**src/rtl/encrypt_out_packer_if.sv**
```systemverilog
// encrypt_out_packer_if: byte-in / word-out bus of the ciphertext packer.
interface encrypt_out_packer_if #(parameter int FIFO_DEPTH = 4);
    localparam int LW = $clog2(FIFO_DEPTH) + 1;
    logic [7:0]    din;
    logic          din_v;
    logic          flush;
    logic [31:0]   dout;
    logic [3:0]    dout_keep;
    logic          dout_v;
    logic          dout_rdy;
    logic          full;
    logic          overflow;
    logic [LW-1:0] level;
    modport master (output din, din_v, flush, dout_rdy,
                    input  dout, dout_keep, dout_v, full, overflow, level);
    modport slave  (input  din, din_v, flush, dout_rdy,
                    output dout, dout_keep, dout_v, full, overflow, level);
endinterface

```
**src/rtl/encrypt_out_packer.sv**
```systemverilog
// encrypt_out_packer: packs ciphertext bytes into little-endian 32-bit words and queues them in a FWFT FIFO.
module encrypt_out_packer #(
    parameter int FIFO_DEPTH = 4
) (
    input logic clk,
    input logic rst,
    encrypt_out_packer_if.slave bus
);
    localparam int AW = $clog2(FIFO_DEPTH);
    localparam int LW = AW + 1;

    logic [1:0]    cnt_q, cnt_d;
    logic [23:0]   acc_q, acc_d;
    logic [2:0]    tot;
    logic [31:0]   word;
    logic [3:0]    keep;
    logic          push;
    logic [35:0]   mem_q [FIFO_DEPTH];
    logic [AW-1:0] wp_q, rp_q;
    logic [LW-1:0] lvl_q;
    logic          ovf_q;
    logic          full, pop, wr;

    always_ff @(posedge clk or negedge rst) begin
        if (!rst) begin
            cnt_q <= 2'd0;
            acc_q <= 24'h0;
        end else begin
            cnt_q <= cnt_d;
            acc_q <= acc_d;
        end
    end

    // Lanes above the byte count stay zero, so a flushed partial word needs no masking.
    always_comb begin
        tot  = {1'b0, cnt_q} + {2'b00, bus.din_v};
        word = {8'h00, acc_q};
        if (bus.din_v) word[{cnt_q, 3'b000} +: 8] = bus.din;
        cnt_d = push ? 2'd0 : tot[1:0];
        acc_d = push ? 24'h0 : word[23:0];
    end

    always_comb begin
        push = tot[2] | (bus.flush & (tot != 3'd0));
        keep = 4'((5'd1 << tot) - 5'd1);
    end

    assign full = (lvl_q == LW'(FIFO_DEPTH));
    assign pop  = (lvl_q != '0) & bus.dout_rdy;
    // A simultaneous pop frees the slot, so a push into a full FIFO still lands.
    assign wr   = push & (!full | pop);

    always_ff @(posedge clk) begin
        if (wr) mem_q[wp_q] <= {keep, word};
    end

    always_ff @(posedge clk or negedge rst) begin
        if (!rst) begin
            wp_q  <= '0;
            rp_q  <= '0;
            lvl_q <= '0;
            ovf_q <= 1'b0;
        end else begin
            wp_q  <= wp_q + AW'(wr);
            rp_q  <= rp_q + AW'(pop);
            lvl_q <= lvl_q + LW'(wr) - LW'(pop);
            ovf_q <= ovf_q | (push & !wr);
        end
    end

    assign bus.dout_v                  = (lvl_q != '0);
    assign {bus.dout_keep, bus.dout}   = bus.dout_v ? mem_q[rp_q] : 36'h0;
    assign bus.full                    = full;
    assign bus.overflow                = ovf_q;
    assign bus.level                   = lvl_q;
endmodule
```
**src/flat_wrapper.sv**
```systemverilog
// flat-port wrapper written by rule: the top's interface ports become plain ports
module encrypt_out_packer_flat 
#(
    parameter int FIFO_DEPTH = 4
)
  (clk, rst, bus_din, bus_din_v, bus_flush, bus_dout_rdy, bus_dout, bus_dout_keep, bus_dout_v, bus_full, bus_overflow, bus_level);
  encrypt_out_packer_if #(.FIFO_DEPTH(FIFO_DEPTH)) bus_i ();
  input logic clk;
  input logic rst;
  input wire logic [$bits(bus_i.din)-1:0] bus_din;
  input wire logic [$bits(bus_i.din_v)-1:0] bus_din_v;
  input wire logic [$bits(bus_i.flush)-1:0] bus_flush;
  input wire logic [$bits(bus_i.dout_rdy)-1:0] bus_dout_rdy;
  output wire logic [$bits(bus_i.dout)-1:0] bus_dout;
  output wire logic [$bits(bus_i.dout_keep)-1:0] bus_dout_keep;
  output wire logic [$bits(bus_i.dout_v)-1:0] bus_dout_v;
  output wire logic [$bits(bus_i.full)-1:0] bus_full;
  output wire logic [$bits(bus_i.overflow)-1:0] bus_overflow;
  output wire logic [$bits(bus_i.level)-1:0] bus_level;
  assign bus_i.din = bus_din;
  assign bus_i.din_v = bus_din_v;
  assign bus_i.flush = bus_flush;
  assign bus_i.dout_rdy = bus_dout_rdy;
  assign bus_dout = bus_i.dout;
  assign bus_dout_keep = bus_i.dout_keep;
  assign bus_dout_v = bus_i.dout_v;
  assign bus_full = bus_i.full;
  assign bus_overflow = bus_i.overflow;
  assign bus_level = bus_i.level;
  encrypt_out_packer #(.FIFO_DEPTH(FIFO_DEPTH)) u_core (.clk(clk), .rst(rst), .bus(bus_i));
endmodule
```
**config.mk**
```make
export PLATFORM = sky130hd
export DESIGN_NAME = encrypt_out_packer_flat
export DESIGN_NICKNAME = d
export VERILOG_FILES = /design/src/rtl/encrypt_out_packer_if.sv /design/src/rtl/encrypt_out_packer.sv /design/src/flat_wrapper.sv
export SDC_FILE = /design/constraint.sdc
export NUM_CORES = 1
export LEC_CHECK = 0
export ABC_AREA = 1
export ABC_CLOCK_PERIOD_IN_PS = 6900
export CORE_UTILIZATION = 57
export DETAILED_ROUTE_END_ITERATION = 6
export GPL_ROUTABILITY_DRIVEN = 0
export HOLD_SLACK_MARGIN = 0.15
export PLACE_DENSITY = 0.74
export SYNTH_ARGS = -nofsm -noshare
export SYNTH_HDL_FRONTEND = slang
export SYNTH_SLANG_ARGS = --single-unit
```
**constraint.sdc**
```tcl
create_clock -name clk -period 6.9 [get_ports clk]
set_input_delay 0.69 -clock clk [delete_from_list [all_inputs] [get_ports clk]]
set_output_delay 0.69 -clock clk [all_outputs]
set_load 0.005 [all_outputs]
```
==> metrics.yaml <==
fmax_ghz: 0.234
synth.area.top_cells: "edfxtp_1 54%, dfrtp_1 11%, nand2_1 9.4%"
stdcell_count: 1066
swShare: 0.321
crit_buf_inv: 2
htreeDepth: 4
drive_above_1_share: 0.0621
fillers: 988
cts_resized: 0
synthCells: 825
yosys.area.top_type: "edfxtp_1"
synth.cell_area_um2: 8070
post_cts_buffers: 0
drt_iter0_drc: 367
wl_per_cell_um: 14.9
cts_root_buffer: "clkbuf_16"
vias_per_cell: 5.10
drc: 0
crit_family: "simple AND/OR/NAND/NOR gates"
p_comb_frac: 0.364
slew_viol_final: 0
ys_warn_count: 0
critPathLaunchType: "input port"
switching_power_w: 0.00115
cts_tree: "yes"
crit_path_max_incr_delay_ns: 1.03
leakage_nw: 4.28
portBuffers: 54
synth_edf_count: 144
finalCritPeriodShare: 0.620
status: "finished clean"
antenna_cells: 0
synth_seq_cells: 178
cp_slowest_cell: "nor2_4"
first_pass_iters: 5
ys_seq_area_frac: 0.641
cp_max_fo: 36
finalHoldViolations: 0
max_slew.worst_pin.slew_ns: 1.20
cts_made_buffers: 17
synth.most_common_cell: "nand2_1"
holdBufCountCts: 0
rows: 43
power_frac_clock: 0.247
slew_headroom: 0.197
die_w_um: 121
num_io_pins: 55
crit_path_end_kind: "register"
clock-sinks: 178
syn_nets: 852
grt_setup_unrepaired: "no"
die_area_um2: 14600
antenna_left: 0
finClkSkew_ns: 0.00726
synthTopCellsByCount: "202 x nand2_1, 185 x inv_1, 144 x edfxtp_1, 95 x nand3_1, 56 x a21oi_1"
clk_latency_ns: 0.43
pwr-share-seq: 0.388
synthArstFlopShare: 0.191
synth.avg_cell_area_um2: 9.78
dp_cells: 1034
die_y_um: 121
final.setup.tns_ns: 0
min-delay-path-class: "register to register"
cp.required_ns: 6.93
first_global_vias: 5247
clock_path_buffers: 2
num_vias: 5438
clk_pin_slew_ns: 0.06
setup_violations: 0
p_int_w: 0.00243
nNetsFinal: 900
critPathMostFrequentCell: "ha_1"
cp.arrival_ns: 4.31
grt_max_degree: 74
dpl.hpwl_um: 9730
grt_pass1_wl_um: 25600
antenna_found_initial: 0
ir_worst_vdd_uv: 328
power_w: 0.00358
grt-ovfl-total: 0
finalWirelength_um: 15900
start_util: 0.584
fin_crit_ns: 4.28
synth_ff_type: "edfxtp_1"
crit_chain: "clkdlybuf4s50_1 > ha_1 > inv_1 > ha_1 > nor2_1 > o21ai_2 > nand2_1 > nor2_4"
coreArea_um2: 13800
critPathKind: "input port to register"
drv_cap: 0
power_per_cell_area_nw_per_um2: 386
yosys.area.top_type_share: 0.536
syn_to_final_growth_pct: 15.0
track_usage: 0.235
yosysUniqueCellTypes: 24
==> power groups by stage <==
stage | combinational (W) | sequential, W | clock (W)
global placement | 0.00129 | 0.00140 | 0
CTS | 0.00133 | 0.00139 | 0.000889
floorplan | 0.000740 | 0.00140 | 0
detailed placement | 0.00132 | 0.00141 | 0
global route | 0.00146 | 0.00141 | 0.000926
finish | 0.00131 | 0.00139 | 0.000886
==> sequential cells by signal, summed over array words and instances (netlist names) <==
| register | cells |
|---|---|
| u_core.mem_q | 144 |
| u_core.acc_q | 24 |
| u_core.bus.level | 3 |
| u_core.cnt_q | 2 |
| u_core.rp_q | 2 |
| u_core.wp_q | 2 |
| u_core.bus.overflow | 1 |
==> routing by layer <==
metal | global-route usage | up-vias | share of wire
li1 | - | 2690 | -
met1 | 0.293 | 2586 | 0.44
met2 | 0.395 | 135 | 0.50
met3 | 0.0512 | 27 | 0.038
met4 | 0.102 | 0 | 0.025
met5 | 0 | - | 0
==> path summary, 6_finish.rpt <==
kind                                          startpoint                             to  slack, ns  cells past startpoint
min reg2reg                u_core.bus.overflow$_DFF_PN0_  u_core.bus.overflow$_DFF_PN0_       0.50                      1
min in group asynchronous                            rst       u_core.wp_q[1]$_DFF_PN0_       0.68                      2
max in group asynchronous                            rst       u_core.rp_q[0]$_DFF_PN0_       5.89                      2
min                        u_core.bus.overflow$_DFF_PN0_  u_core.bus.overflow$_DFF_PN0_       0.50                      1
max reg2reg                    u_core.cnt_q[0]$_DFF_PN0_  u_core.mem_q[3][22]$_DFFE_PP_       2.68                      7
max                                            bus_din_v  u_core.mem_q[3][22]$_DFFE_PP_       2.62                      8
==> cell usage in the layout, fill, tap and decap left out, drive strengths merged, types with 3 or more instances in the layout <==
master,n
nand2,205
inv,190
edfxtp,144
nand3,99
a21oi,56
clkdlybuf4s50,54
nor2,44
dfrtp,34
clkbuf,25
ha,13
clkinv,7
buf,6
xor2,3
==> stage by stage <==
stage	hold WS, ns	utilization	setup slack, ns	instance area (um2)
5_1_grt	0.532	0.671	2.32	9280
3_3_place_gp	0.473	0.632	2.27	8740
2_1_floorplan	0.394	-	3.29	8070
4_1_cts	0.513	0.671	2.58	9280
3_5_place_dp	0.494	0.632	2.13	8740
6_report	0.501	0.671	2.62	9280
==> final cells by class <==
| class | instances | area [um2] | share of cell area |
|---|---|---|---|
| Clock buffer | 25 | 485 | 0.0523 |
| Clock inverter | 7 | 57.6 | 0.00620 |
| Inverter | 191 | 717 | 0.0772 |
| Multi-Input combinational cell | 425 | 2030 | 0.219 |
| Sequential cell | 178 | 5180 | 0.558 |
| Tap cell | 180 | 225 | 0.0243 |
| Timing Repair Buffer | 60 | 586 | 0.0631 |
==> cell families (layout without fill, tap and decap cells) <==
family | Yosys count | after routing | synth area share
adder cells (fa/ha/maj) | 14 | 14 | 0.0226
AO/OA/AOI/OAI | 58 | 58 | 0.0367
buffers and inverters | 222 | 283 | 0.111
XOR/XNOR | 4 | 4 | 0.00434
AND/OR/NAND/NOR | 349 | 349 | 0.184
flip-flops | 178 | 178 | 0.641
Note: power is estimated with default switching activity, not from simulation.
